===== src/rtl/tick_sched_pkg.sv =====
// Shared types and defaults for the tick scheduler.
// Channel config struct and default sizing constants.
package tick_sched_pkg;

    localparam int N_CH_DEF  = 4;
    localparam int PER_W_DEF = 8;
    localparam int CH_W      = $clog2(N_CH_DEF);

    // Stored period is held at a fixed maximum width and
    // zero-extended from the PER_W-wide configuration port.
    localparam int PMAX = 16;

    typedef logic [PMAX-1:0] period_t;

    typedef struct packed {
        period_t period;
        logic    oneshot;
        logic    en;
    } ch_cfg_t;

    // Round-robin helper: channel index offset from a base, modulo n.
    function automatic int rr_idx(input int base, input int off, input int n);
        int v;
        v = base + off;
        if (v >= n) v = v - n;
        return v;
    endfunction

endpackage


===== src/rtl/tick_prescaler.sv =====
// Base-tick prescaler: divides clk by BASE_DIV while run is high.
// Count is held (not cleared) while run is low.
module tick_prescaler #(
    parameter int BASE_DIV = 5000000
) (
    input  logic clk,
    input  logic rstn,
    input  logic run,
    output logic base_tick
);

    localparam int PW = (BASE_DIV > 2) ? $clog2(BASE_DIV) : 1;

    logic [PW-1:0] r_pcnt;
    logic          w_wrap;

    assign w_wrap    = (r_pcnt == PW'(BASE_DIV - 1));
    assign base_tick = run && w_wrap;

    // Advance the divider only while running; wrap at the terminal count.
    always_ff @(posedge clk or negedge rstn) begin
        if (!rstn) begin
            r_pcnt <= '0;
        end else if (run) begin
            if (w_wrap) r_pcnt <= '0;
            else        r_pcnt <= r_pcnt + 1'b1;
        end
    end

endmodule


===== src/rtl/tick_scheduler.sv =====
// Programmable game-tick scheduler: channels, pending flags, round-robin event port.
// Optional feature macro: TICK_SCHED_OVERRUN_EN adds sticky per-channel ovr flags.
module tick_scheduler
    import tick_sched_pkg::*;
#(
    parameter int BASE_DIV = 5000000,
    parameter int N_CH     = N_CH_DEF,
    parameter int PER_W    = PER_W_DEF
) (
    input  logic                    clk,
    input  logic                    rstn,
    input  logic                    run,
    input  logic                    cfg_we,
    input  logic [$clog2(N_CH)-1:0] cfg_ch,
    input  logic [PER_W-1:0]        cfg_period,
    input  logic                    cfg_oneshot,
    input  logic                    cfg_en,
    output logic                    evt_valid,
    output logic [$clog2(N_CH)-1:0] evt_ch,
    input  logic                    evt_ready,
    output logic                    base_tick,
    output logic [N_CH-1:0]         pend
`ifdef TICK_SCHED_OVERRUN_EN
   ,output logic [N_CH-1:0]         ovr
`endif
);

    localparam int CW = $clog2(N_CH);

    ch_cfg_t          r_cfg [N_CH];
    logic [PER_W-1:0] r_cnt [N_CH];
    logic [N_CH-1:0]  r_pend;
    logic [CW-1:0]    r_last;
    logic             r_valid;
    logic [CW-1:0]    r_ch;

    logic             w_tick;
    logic [N_CH-1:0]  w_hit;
    logic [N_CH-1:0]  w_run;
    logic [N_CH-1:0]  w_exp;
    logic             w_load;
    logic             w_found;
    logic [CW-1:0]    w_pick;
    logic [N_CH-1:0]  w_grant;

    tick_prescaler #(
        .BASE_DIV (BASE_DIV)
    ) u_pre (
        .clk       (clk),
        .rstn      (rstn),
        .run       (run),
        .base_tick (w_tick)
    );

    assign base_tick = w_tick;
    assign evt_valid = r_valid;
    assign evt_ch    = r_ch;
    assign pend      = r_pend;

    // Per-channel decode: config hit, counting, and expiry this cycle.
    // A config write to a channel masks its tick for that cycle.
    always_comb begin
        w_hit = '0;
        w_run = '0;
        w_exp = '0;
        for (int i = 0; i < N_CH; i++) begin
            w_hit[i] = cfg_we && (cfg_ch == CW'(i));
            w_run[i] = w_tick && !w_hit[i] && r_cfg[i].en
                       && (r_cfg[i].period != '0);
            w_exp[i] = w_run[i]
                       && (PMAX'(r_cnt[i]) == r_cfg[i].period - PMAX'(1));
        end
    end

    // Round-robin search starting one past the last granted channel.
    always_comb begin
        w_found = 1'b0;
        w_pick  = r_last;
        for (int k = 1; k <= N_CH; k++) begin
            int idx;
            idx = rr_idx(int'(r_last), k, N_CH);
            if (!w_found && r_pend[idx]) begin
                w_found = 1'b1;
                w_pick  = CW'(idx);
            end
        end
    end

    assign w_load  = (!r_valid || evt_ready) && (r_pend != '0);
    assign w_grant = w_load ? (N_CH'(1) << w_pick) : '0;

    // Channel config and counters; writes restart the count.
    always_ff @(posedge clk or negedge rstn) begin
        if (!rstn) begin
            for (int i = 0; i < N_CH; i++) begin
                r_cfg[i] <= '0;
                r_cnt[i] <= '0;
            end
        end else begin
            for (int i = 0; i < N_CH; i++) begin
                if (w_hit[i]) begin
                    r_cfg[i].period  <= PMAX'(cfg_period);
                    r_cfg[i].oneshot <= cfg_oneshot;
                    r_cfg[i].en      <= cfg_en;
                    r_cnt[i]         <= '0;
                end else if (w_exp[i]) begin
                    r_cnt[i] <= '0;
                    if (r_cfg[i].oneshot) r_cfg[i].en <= 1'b0;
                end else if (w_run[i]) begin
                    r_cnt[i] <= r_cnt[i] + 1'b1;
                end
            end
        end
    end

    // Pending flags: a new expiry wins over a same-cycle grant.
    always_ff @(posedge clk or negedge rstn) begin
        if (!rstn) r_pend <= '0;
        else       r_pend <= (r_pend & ~w_grant) | w_exp;
    end

    // Output slot and arbiter pointer.
    always_ff @(posedge clk or negedge rstn) begin
        if (!rstn) begin
            r_valid <= 1'b0;
            r_ch    <= '0;
            r_last  <= '0;
        end else if (w_load) begin
            r_valid <= 1'b1;
            r_ch    <= w_pick;
            r_last  <= w_pick;
        end else if (evt_ready) begin
            r_valid <= 1'b0;
        end
    end

`ifdef TICK_SCHED_OVERRUN_EN
    logic [N_CH-1:0] r_ovr;

    assign ovr = r_ovr;

    // Sticky overrun: expiry while an earlier event still waits.
    always_ff @(posedge clk or negedge rstn) begin
        if (!rstn) r_ovr <= '0;
        else       r_ovr <= (r_ovr & ~w_hit) | (w_exp & r_pend & ~w_grant);
    end
`endif

endmodule

===== config.mk =====
export PLATFORM = sky130hd
export DESIGN_NAME = tick_scheduler
export DESIGN_NICKNAME = d
export VERILOG_FILES = /design/src/rtl/tick_sched_pkg.sv /design/src/rtl/tick_prescaler.sv /design/src/rtl/tick_scheduler.sv
export SDC_FILE = /design/constraint.sdc
export NUM_CORES = 1
export LEC_CHECK = 0
export ABC_AREA = 1
export BUFFER_PORTS_ARGS = -buffer_cell sky130_fd_sc_hd__buf_2
export CORE_ASPECT_RATIO = 2
export CORE_MARGIN = 8
export CORE_UTILIZATION = 35
export CTS_CLUSTER_SIZE = 16
export DETAILED_ROUTE_END_ITERATION = 8
export MAX_ROUTING_LAYER = met4
export PLACE_DENSITY = 0.5
export SETUP_SLACK_MARGIN = 0.02
export SYNTH_ARGS = -nofsm -noshare
export SYNTH_HDL_FRONTEND = slang
export SYNTH_SLANG_ARGS = --single-unit

===== constraint.sdc =====
create_clock -name clk -period 1.85 [get_ports clk]
set_input_delay 0.37 -clock clk [delete_from_list [all_inputs] [get_ports clk]]
set_output_delay 0.37 -clock clk [all_outputs]
set_load 0.005 [all_outputs]

==> metrics.yaml <==
std_cell_rows: 71
fin_crit_ns: 1.95
grt_max_degree: 45
synth-async-reset-ratio: 1.00
start_util: 0.352
hp-class: "in2reg"
max_freq_mhz: 512
synth.distinct_cells: 36
wirelength_um: 19800
die_area_um2: 23700
crit_path_max_fanout: 3
yosys.area.top_type: "dfrtp_1"
fin_nets: 1128
place_congestion: 0.923
p_leak_nw: 4.35
grtUsageTotal: 0.176
route.detailed.drc: 0
fp.dieH_um: 210
final_util: 0.462
io_buffers: 24
cp.arrival_ns: 1.58
wl_per_cell_um: 14.9
hold_violations: 0
cts_buffers: 9
ant_nets: 0
status: "finished with violations"
grt_pass1_vias: 6754
coreArea_um2: 18700
synth_edf_count: 0
finClkSkew_ns: 0.0168
ys.warnings.count: 0
critPathCaptureType: "output pin"
cp.required_ns: 1.48
grt_pass1_wl_um: 32100
drive_above_1_share: 0.249
synthCells: 963
final.period_utilization: 1.06
clkTransAtPathRegs_ns: 0.08
worstMarginPinSlew_ns: 0.503
crit_type: "reg2out"
synth_flop_cell: "dfrtp_1"
antenna_found_initial: 0
slew_viol_final: 0
yosysMostFrequentCell: "nand2_1"
area_growth_pct: 31.2
pin_count: 25
clk_path_buf_depth: 2
finalSetupViolations: 25
powerDensity_nw_per_um2: 726
cts_tree: "built"
reg2reg_to: "r_cfg[54]"
drt_iter0_markers: 235
hold_end: "evt_valid"
whs_ns: 0.216
ys_ff_latch: 102
cts_sinks: 102
via_per_inst: 4.97
r2r_slack_ns: -0.07
dpl.cell_count: 1285
violations: "negative setup slack"
vias: 6588
htree_levels: 3
hold_path_depth: 2
ys_seq_area_frac: 0.388
gr-total-overflow: 0
hp-start: "evt_ready"
diodes: 0
synthTopCellsByArea: "dfrtp_1 (39%), nand2_1 (17%), nand3_1 (8.5%)"
vdd.ir_drop.worst_mv: 0.431
reg2reg_depth: 12
cap_viol_max_count: 0
die_w_um: 113
clkLatencyLatePin_ns: 0.36
rsz0062_at_grt: "yes"
syn_area_um2: 6570
synth_top_area_share: 0.388
relSlewSlack: 0.661
fin_cells: 1326
first_pass_iters: 7
dp_hpwl_um: 15600
synth.avg_cell_area_um2: 6.83
yosys-top-cells-count: "nand2_1 (290), inv_1 (132), nand3_1 (112), dfrtp_1 (102), nor2_1 (102)"
place_ws_ns: -0.172
crit_path_start_kind: "flop"
cts-root-buf: "clkbuf_16"
r2r_start: "u_pre.r_pcnt[0]"
synth_nets: 989
fin_ws_ns: -0.105
-- layout by cell type (no fill, tap or decap), types with 7 or more instances in the layout --
| cell type | netlist | routed |
|---|---|---|
| nand2_1 | 290 | 273 |
| inv_1 | 132 | 120 |
| buf_4 | 0 | 104 |
| dfrtp_1 | 102 | 98 |
| nand3_1 | 112 | 95 |
| nor2_1 | 102 | 81 |
| o21ai_0 | 55 | 48 |
| nand4_1 | 31 | 31 |
| buf_2 | 4 | 22 |
| nand2_2 | 7 | 19 |
| nor2_2 | 5 | 17 |
| xor2_1 | 17 | 17 |
| xnor2_1 | 17 | 15 |
| inv_2 | 3 | 15 |
| nand3_2 | 3 | 15 |
| buf_6 | 1 | 12 |
| nor3_1 | 15 | 11 |
| nor2_4 | 2 | 11 |
| a21oi_1 | 15 | 11 |
| o21ai_1 | 8 | 9 |
| clkbuf_16 | 0 | 9 |
| nand2_4 | 3 | 7 |
-- critical path, stage by stage, from the launching register on --
cell and delay [ns]:
dfrtp_1 0.41, ha_4 0.17, nand3_4 0.09, nor2_4 0.12, nand2_2 0.07, nor2_4 0.15, nand2_4 0.07, clkinv_4 0.06
buf_6 0.08
-- routing by layer --
| metal | vias to the layer above | wire, um | track usage |
|---|---|---|---|
| met5 | - | 0 | - |
| li1 | 3361 | - | - |
| met4 | 0 | 929 | 0.107 |
| met3 | 53 | 323 | 0.0176 |
| met2 | 96 | 11500 | 0.346 |
| met1 | 3078 | 7010 | 0.155 |
-- final cells by class --
type	count	area [um^2]
Clock buffer	9	225
Multi-Input combinational cell	711	3890
Tap cell	219	274
Timing Repair Buffer	142	1100
Sequential cell	102	2560
Fill cell	1968	10000
Clock inverter	7	62.6
Inverter	136	515
-- power by group --
group | leakage (nW) | internal, W | total [W] | switching [W]
Clock | 0.139 | 0.000943 | 0.00189 | 0.000950
Sequential | 1.29 | 0.00243 | 0.00265 | 0.000218
Combinational | 2.92 | 0.000762 | 0.00172 | 0.000960
-- worst max-delay path by stage --
stage / start / end / slack [ns] / cells after the start
floorplan: r_cfg[20] / r_cnt[11] / 0.09 / 13
global placement: r_cfg[20] / r_cnt[11] / -0.17 / 13
detailed placement: r_cfg[20] / r_cnt[13] / -0.17 / 13
CTS: u_pre.r_pcnt[1] / r_cnt[3] / -0.09 / 11
global route: u_pre.r_pcnt[0] / r_cnt[4] / -0.17 / 11
finish: u_pre.r_pcnt[0] / base_tick / -0.10 / 8
-- state kept, by name (all words and copies together), names as in the netlist --
signal and cells:
r_cnt 32, r_last 2, u_pre.r_pcnt 23, evt_valid 1
r_cfg 40, pend 4
-- metrics by stage --
step | power, W | setup TNS, ns | instance area, um^2
3_3_place_gp | 0.00416 | -1.83 | 7640
5_1_grt | 0.00664 | -4.42 | 8620
6_report | 0.00627 | -0.996 | 8620
3_5_place_dp | 0.00418 | -2.23 | 7640
4_1_cts | 0.00613 | -1.46 | 8070
2_1_floorplan | 0.00355 | 0 | 6570
-- cell families after synthesis --
family | Yosys count | share of synthesized area
adder cells (fa/ha/maj) | 9 | 0.0171
AND/OR/NAND/NOR | 582 | 0.390
XOR/XNOR | 35 | 0.0487
flip-flops | 102 | 0.388
buffers and inverters | 150 | 0.0883
AO/OA/AOI/OAI | 85 | 0.0678
-- repair_timing --
| item | in CTS | in global routing |
|---|---|---|
| endpoints found under the hold margin | 20 | 0 |
| setup endpoints to repair | 40 | 53 |
| hold buffers | 1 | 0 |
| pin swaps | 14 | 37 |
| buffers inserted | 6 | 19 |
| resized for setup | 23 | 117 |
No activity file was read; power rests on OpenSTA's default activity.
